--- src/rtl/nms_peak_decide_if.sv ---
// Bus between the NMS score register bank / requester and nms_peak_decide.
// master: bank side driving scores and start; slave: the decision stage.
interface nms_peak_decide_if #(
    parameter int SCORE_W = 12,
    parameter int CNT_W   = 16
);
    logic               start;
    logic [SCORE_W-1:0] thresh;
    logic [SCORE_W-1:0] refScore;
    logic [SCORE_W-1:0] nighScore0;
    logic [SCORE_W-1:0] nighScore1;
    logic [SCORE_W-1:0] nighScore2;
    logic [SCORE_W-1:0] nighScore3;
    logic [SCORE_W-1:0] nighScore4;
    logic [SCORE_W-1:0] nighScore5;
    logic [SCORE_W-1:0] nighScore6;
    logic [SCORE_W-1:0] nighScore7;
    logic               readEn;
    logic               busy;
    logic               done;
    logic               isPeak;
    logic [SCORE_W-1:0] peakScore;
    logic [CNT_W-1:0]   peakCount;

    modport master (
        output start, thresh, refScore,
        output nighScore0, nighScore1, nighScore2, nighScore3,
        output nighScore4, nighScore5, nighScore6, nighScore7,
        input  readEn, busy, done, isPeak, peakScore, peakCount
    );

    modport slave (
        input  start, thresh, refScore,
        input  nighScore0, nighScore1, nighScore2, nighScore3,
        input  nighScore4, nighScore5, nighScore6, nighScore7,
        output readEn, busy, done, isPeak, peakScore, peakCount
    );
endinterface

--- src/rtl/nms_peak_decide.sv ---
// Sequential NMS peak decision: one neighbour compared per cycle, early exit on loss.
// Define NMS_TIEBREAK_EN to make neighbours 4..7 require a strict win (one peak per plateau).
module nms_peak_decide #(
    parameter int SCORE_W = 12,
    parameter int CNT_W   = 16
) (
    input  logic               clk,
    input  logic               RESET,
    nms_peak_decide_if.slave   bus
);
    typedef enum logic [1:0] {IDLE, CMP, DONE} state_t;

    state_t             r_state;
    state_t             w_next;
    logic [SCORE_W-1:0] r_ref;
    logic [SCORE_W-1:0] w_ref_nx;
    logic [2:0]         r_idx;
    logic [2:0]         w_idx_nx;
    logic [SCORE_W-1:0] w_nigh;
    logic               w_win;
    logic               w_finish;
    logic               w_verdict;
    logic               r_readEn;
    logic               r_isPeak;
    logic [SCORE_W-1:0] r_peakScore;
    logic [CNT_W-1:0]   r_peakCount;

    always_comb begin
        case (r_idx)
            3'd0:    w_nigh = bus.nighScore0;
            3'd1:    w_nigh = bus.nighScore1;
            3'd2:    w_nigh = bus.nighScore2;
            3'd3:    w_nigh = bus.nighScore3;
            3'd4:    w_nigh = bus.nighScore4;
            3'd5:    w_nigh = bus.nighScore5;
            3'd6:    w_nigh = bus.nighScore6;
            default: w_nigh = bus.nighScore7;
        endcase
    end

`ifdef NMS_TIEBREAK_EN
    assign w_win = r_idx[2] ? (r_ref > w_nigh) : (r_ref >= w_nigh);
`else
    assign w_win = (r_ref >= w_nigh);
`endif

    always_ff @(posedge clk or posedge RESET) begin
        if (RESET) r_state <= IDLE;
        else       r_state <= w_next;
    end

    // w_finish marks the edge into DONE; results are registered there so they are valid with done.
    always_comb begin
        w_next    = r_state;
        w_ref_nx  = r_ref;
        w_idx_nx  = r_idx;
        w_finish  = 1'b0;
        w_verdict = 1'b0;
        case (r_state)
            IDLE: begin
                if (bus.start) begin
                    w_ref_nx = bus.refScore;
                    w_idx_nx = '0;
                    if (bus.refScore < bus.thresh) begin
                        w_next   = DONE;
                        w_finish = 1'b1;
                    end else begin
                        w_next = CMP;
                    end
                end
            end
            CMP: begin
                if (!w_win) begin
                    w_next   = DONE;
                    w_finish = 1'b1;
                end else if (r_idx == 3'd7) begin
                    w_next    = DONE;
                    w_finish  = 1'b1;
                    w_verdict = 1'b1;
                end else begin
                    w_idx_nx = r_idx + 3'd1;
                end
            end
            DONE:    w_next = IDLE;
            default: w_next = IDLE;
        endcase
    end

    always_ff @(posedge clk or posedge RESET) begin
        if (RESET) begin
            r_ref       <= '0;
            r_idx       <= '0;
            r_readEn    <= 1'b0;
            r_isPeak    <= 1'b0;
            r_peakScore <= '0;
            r_peakCount <= '0;
        end else begin
            r_ref    <= w_ref_nx;
            r_idx    <= w_idx_nx;
            r_readEn <= (w_next == CMP);
            if (w_finish) begin
                r_isPeak    <= w_verdict;
                r_peakScore <= w_verdict ? r_ref : '0;
                if (w_verdict && (r_peakCount != '1))
                    r_peakCount <= r_peakCount + CNT_W'(1);
            end
        end
    end

    assign bus.readEn    = r_readEn;
    assign bus.busy      = (r_state != IDLE);
    assign bus.done      = (r_state == DONE);
    assign bus.isPeak    = r_isPeak;
    assign bus.peakScore = r_peakScore;
    assign bus.peakCount = r_peakCount;
endmodule

--- src/flat_wrapper.sv ---
// flat-port wrapper written by rule: the top's interface ports become plain ports
module nms_peak_decide_flat 
#(
    parameter int SCORE_W = 12,
    parameter int CNT_W   = 16
)
  (clk, RESET, bus_start, bus_thresh, bus_refScore, bus_nighScore0, bus_nighScore1, bus_nighScore2, bus_nighScore3, bus_nighScore4, bus_nighScore5, bus_nighScore6, bus_nighScore7, bus_readEn, bus_busy, bus_done, bus_isPeak, bus_peakScore, bus_peakCount);
  nms_peak_decide_if #(.SCORE_W(SCORE_W), .CNT_W(CNT_W)) bus_i ();
  input  logic clk;
  input  logic RESET;
  input wire logic [$bits(bus_i.start)-1:0] bus_start;
  input wire logic [$bits(bus_i.thresh)-1:0] bus_thresh;
  input wire logic [$bits(bus_i.refScore)-1:0] bus_refScore;
  input wire logic [$bits(bus_i.nighScore0)-1:0] bus_nighScore0;
  input wire logic [$bits(bus_i.nighScore1)-1:0] bus_nighScore1;
  input wire logic [$bits(bus_i.nighScore2)-1:0] bus_nighScore2;
  input wire logic [$bits(bus_i.nighScore3)-1:0] bus_nighScore3;
  input wire logic [$bits(bus_i.nighScore4)-1:0] bus_nighScore4;
  input wire logic [$bits(bus_i.nighScore5)-1:0] bus_nighScore5;
  input wire logic [$bits(bus_i.nighScore6)-1:0] bus_nighScore6;
  input wire logic [$bits(bus_i.nighScore7)-1:0] bus_nighScore7;
  output wire logic [$bits(bus_i.readEn)-1:0] bus_readEn;
  output wire logic [$bits(bus_i.busy)-1:0] bus_busy;
  output wire logic [$bits(bus_i.done)-1:0] bus_done;
  output wire logic [$bits(bus_i.isPeak)-1:0] bus_isPeak;
  output wire logic [$bits(bus_i.peakScore)-1:0] bus_peakScore;
  output wire logic [$bits(bus_i.peakCount)-1:0] bus_peakCount;
  assign bus_i.start = bus_start;
  assign bus_i.thresh = bus_thresh;
  assign bus_i.refScore = bus_refScore;
  assign bus_i.nighScore0 = bus_nighScore0;
  assign bus_i.nighScore1 = bus_nighScore1;
  assign bus_i.nighScore2 = bus_nighScore2;
  assign bus_i.nighScore3 = bus_nighScore3;
  assign bus_i.nighScore4 = bus_nighScore4;
  assign bus_i.nighScore5 = bus_nighScore5;
  assign bus_i.nighScore6 = bus_nighScore6;
  assign bus_i.nighScore7 = bus_nighScore7;
  assign bus_readEn = bus_i.readEn;
  assign bus_busy = bus_i.busy;
  assign bus_done = bus_i.done;
  assign bus_isPeak = bus_i.isPeak;
  assign bus_peakScore = bus_i.peakScore;
  assign bus_peakCount = bus_i.peakCount;
  nms_peak_decide #(.SCORE_W(SCORE_W), .CNT_W(CNT_W)) u_core (.clk(clk), .RESET(RESET), .bus(bus_i));
endmodule
--- config.mk ---
export PLATFORM = sky130hd
export DESIGN_NAME = nms_peak_decide_flat
export DESIGN_NICKNAME = d
export VERILOG_FILES = /design/src/rtl/nms_peak_decide_if.sv /design/src/rtl/nms_peak_decide.sv /design/src/flat_wrapper.sv
export SDC_FILE = /design/constraint.sdc
export NUM_CORES = 1
export LEC_CHECK = 0
export BUFFER_PORTS_ARGS = -buffer_cell sky130_fd_sc_hd__buf_2
export CORE_ASPECT_RATIO = 1.1
export CORE_UTILIZATION = 25
export DETAILED_ROUTE_END_ITERATION = 8
export SYNTH_ARGS = -nofsm -noshare
export SYNTH_HDL_FRONTEND = slang
export SYNTH_SLANG_ARGS = --single-unit
--- constraint.sdc ---
create_clock -name clk -period 4.9 [get_ports clk]
set_input_delay 0.98 -clock clk [delete_from_list [all_inputs] [get_ports clk]]
set_output_delay 0.98 -clock clk [all_outputs]
set_load 0.005 [all_outputs]
==> results.cfg <==
[run_status]
outcome = finished clean

[setup_path]
cp_max_fo = 24
endpoint_kind = flop
cp-start-kind = flop
criticalPathCategory = flop to flop
crit_required_ps = 5120
worstPathArrival_ps = 4470

[pwr]
p_total_w = 0.00144
leakagePower_nw = 2.38
powerDensity_nw_per_um2 = 337
ir_drop_mv = 0.216

[global_route]
grt.total_usage = 0.143
overflow = 0
grt_pass1_vias = 3047
antenna_found_initial = 0
grt_max_degree = 48
grt_pass1_wl_mm = 14.4

[synthesis]
seq_area_frac_synth = 0.366
synthCells = 345
synth_nets = 498
syn_area_sq_um = 3210
yosys_most_used_dff = dfrtp_1
synthDistinctLibCells = 47
async_flop_share = 1.00
synth_warnings = 0
ys_ff_latch = 47
avgSynthCellArea_sq_um = 9.31
synth_edf_count = 0

[cells_and_area]
area_growth_pct = 32.7
final_cell_mix = 154 x buf_2, 65 x nand2_1, 47 x dfrtp_1
final_common_cell = buf_2
regArea_sq_um = 1180
num_antenna_cells = 0
final_nets = 644
fin_area_sq_um = 4270
multi_input_area_sq_um = 1870
drive_gt1_frac = 0.370
fillers = 1339

[cts]
cts_setup_buffers = 0
cts_hold_buf = 0
path_clk_slew_ps = 70
clk_latency_ps = 290
ctsResizeCount = 0
clk_path_buf_depth = 2
clkSinkCount = 47
cts_tree = built
cts_buffers = 5
cts-root-buf = clkbuf_16
cts_max_level = 2

[die]
rows = 43
die_w_um = 110
dieHeight_um = 121
dieArea_sq_um = 13300
io_pins = 155
initial_core_util = 0.255
coreArea_sq_um = 12600

[sta]
setup-violations-final = 0
hold_viol_final = 0
min_period_over_period = 0.869
worst_pin_slew_ps = 990
min_period_ps = 4260
grt_setup_unrepaired = no
report.final.slew_viol_count = 0
relSlewSlack = 0.339
setup_tns_ps = 0
skew_ps = 7.08
max_freq_ghz = 0.235

[placement]
portBuffers = 154
place.gp.congestion = 0.793
hpwl_mm = 7.85
dpl_cell_area_sq_um = 4110

[min_path]
min_path_type = flop to flop

[routing]
drt_wl_total_mm = 9.76
wl_met2_mm = 4.60
ant_nets = 0
viasPerCell = 4.88
highest_layer = met4
drt_pass1_iterations = 8
wl_per_cell_um = 15.0
drc_errors = 0
drt_iter0_drc = 179
met1Wirelength_mm = 4.17
vias = 3164
route.met3.wl_um = 754

[run]
drv_cap = 0
-- final timing paths --
check	startpoint	endpoint	slack, ps	depth (start not counted)
setup / recovery	u_core.r_idx[0]$_DFFE_PP0P_	u_core.r_idx[0]$_DFFE_PP0P_	640	11
hold / removal	u_core.bus.peakCount[9]$_DFFE_PP0P_	u_core.bus.peakCount[9]$_DFFE_PP0P_	480	1
hold reg to reg	u_core.bus.peakCount[9]$_DFFE_PP0P_	u_core.bus.peakCount[9]$_DFFE_PP0P_	480	1
max in group asynchronous	RESET	u_core.r_ref[3]$_DFFE_PP0P_	3360	2
min in group asynchronous	RESET	u_core.bus.peakCount[4]$_DFFE_PP0P_	930	2
setup reg to reg	u_core.r_idx[0]$_DFFE_PP0P_	u_core.r_idx[0]$_DFFE_PP0P_	640	11
-- stage by stage --
stage | setup WS (ps) | cells | hold slack, ps | utilization
final | 644 | 649 | 479 | 0.339
after detailed placement | 673 | 641 | 471 | 0.327
after global placement | 843 | 641 | 475 | 0.327
after CTS | 635 | 649 | 484 | 0.339
after global routing | 394 | 649 | 511 | 0.339
after floorplan | 1040 | 345 | 473 | -
-- power breakdown --
part | internal, W | total [W] | switching, W | leakage, nW
logic | 0.000229 | 0.000581 | 0.000352 | 1.67
clock network | 0.000204 | 0.000351 | 0.000146 | 0.0741
registers | 0.000448 | 0.000507 | 0.0000595 | 0.634
-- logic make-up (layout without fill, tap and decap cells) --
logic type | Yosys count | count (layout) | synth area share
adders and majority gates | 30 | 30 | 0.117
xor gates and xnor gates | 15 | 15 | 0.0409
and+or+nand+nor | 111 | 111 | 0.164
DFF | 47 | 47 | 0.366
muxes | 19 | 19 | 0.0623
buffers and inverters | 38 | 185 | 0.0522
AOI/OAI and AO/OA | 85 | 85 | 0.198
-- Yosys cell counts, types with 8 or more instances --
library cell | n | share of area
a21oi_1 | 18 | 0.028
a222oi_1 | 18 | 0.056
a22o_1 | 12 | 0.033
clkbuf_1 | 13 | 0.015
dfrtp_1 | 47 | 0.37
ha_1 | 30 | 0.12
inv_1 | 19 | 0.022
mux2_2 | 8 | 0.028
mux2i_1 | 11 | 0.034
nand2_1 | 65 | 0.076
nor2_1 | 8 | 0.0093
o21ai_0 | 15 | 0.023
xor2_1 | 10 | 0.027
-- worst max-delay path, cell delays in order (launching register included) --
cell	delay [ps]
dfrtp_1	420
inv_1	90
ha_1	470
or4_1	930
o21ai_0	280
ha_1	270
a211o_1	250
a31oi_1	270
o221ai_2	140
a21oi_2	520
or3b_1	320
mux2i_1	210
-- final cells by class --
class                      count  share of cell area
sequential                    47               0.276
timing repair buffer         158               0.188
clock inverter                 1             0.00205
clock buffer                   7              0.0334
inverter                      19              0.0167
multi-input combinational    260               0.438
tap                          157              0.0461
-- routing by layer --
| layer | global-route usage | vias up |
|---|---|---|
| met3 | 0.0290 | 14 |
| met2 | 0.249 | 130 |
| met4 | 0.0576 | 0 |
| met1 | 0.171 | 1462 |
| met5 | 0 | - |
| li1 | - | 1558 |
-- state kept, by name, indices dropped and copies added, names as in the netlist --
register / cells
u_core.r_state: 2
u_core.bus.peakScore: 12
u_core.bus.peakCount: 16
u_core.r_idx: 3
u_core.r_ref: 12
u_core.bus.readEn: 1
u_core.bus.isPeak: 1
Note: power is estimated with default switching activity, not from simulation.
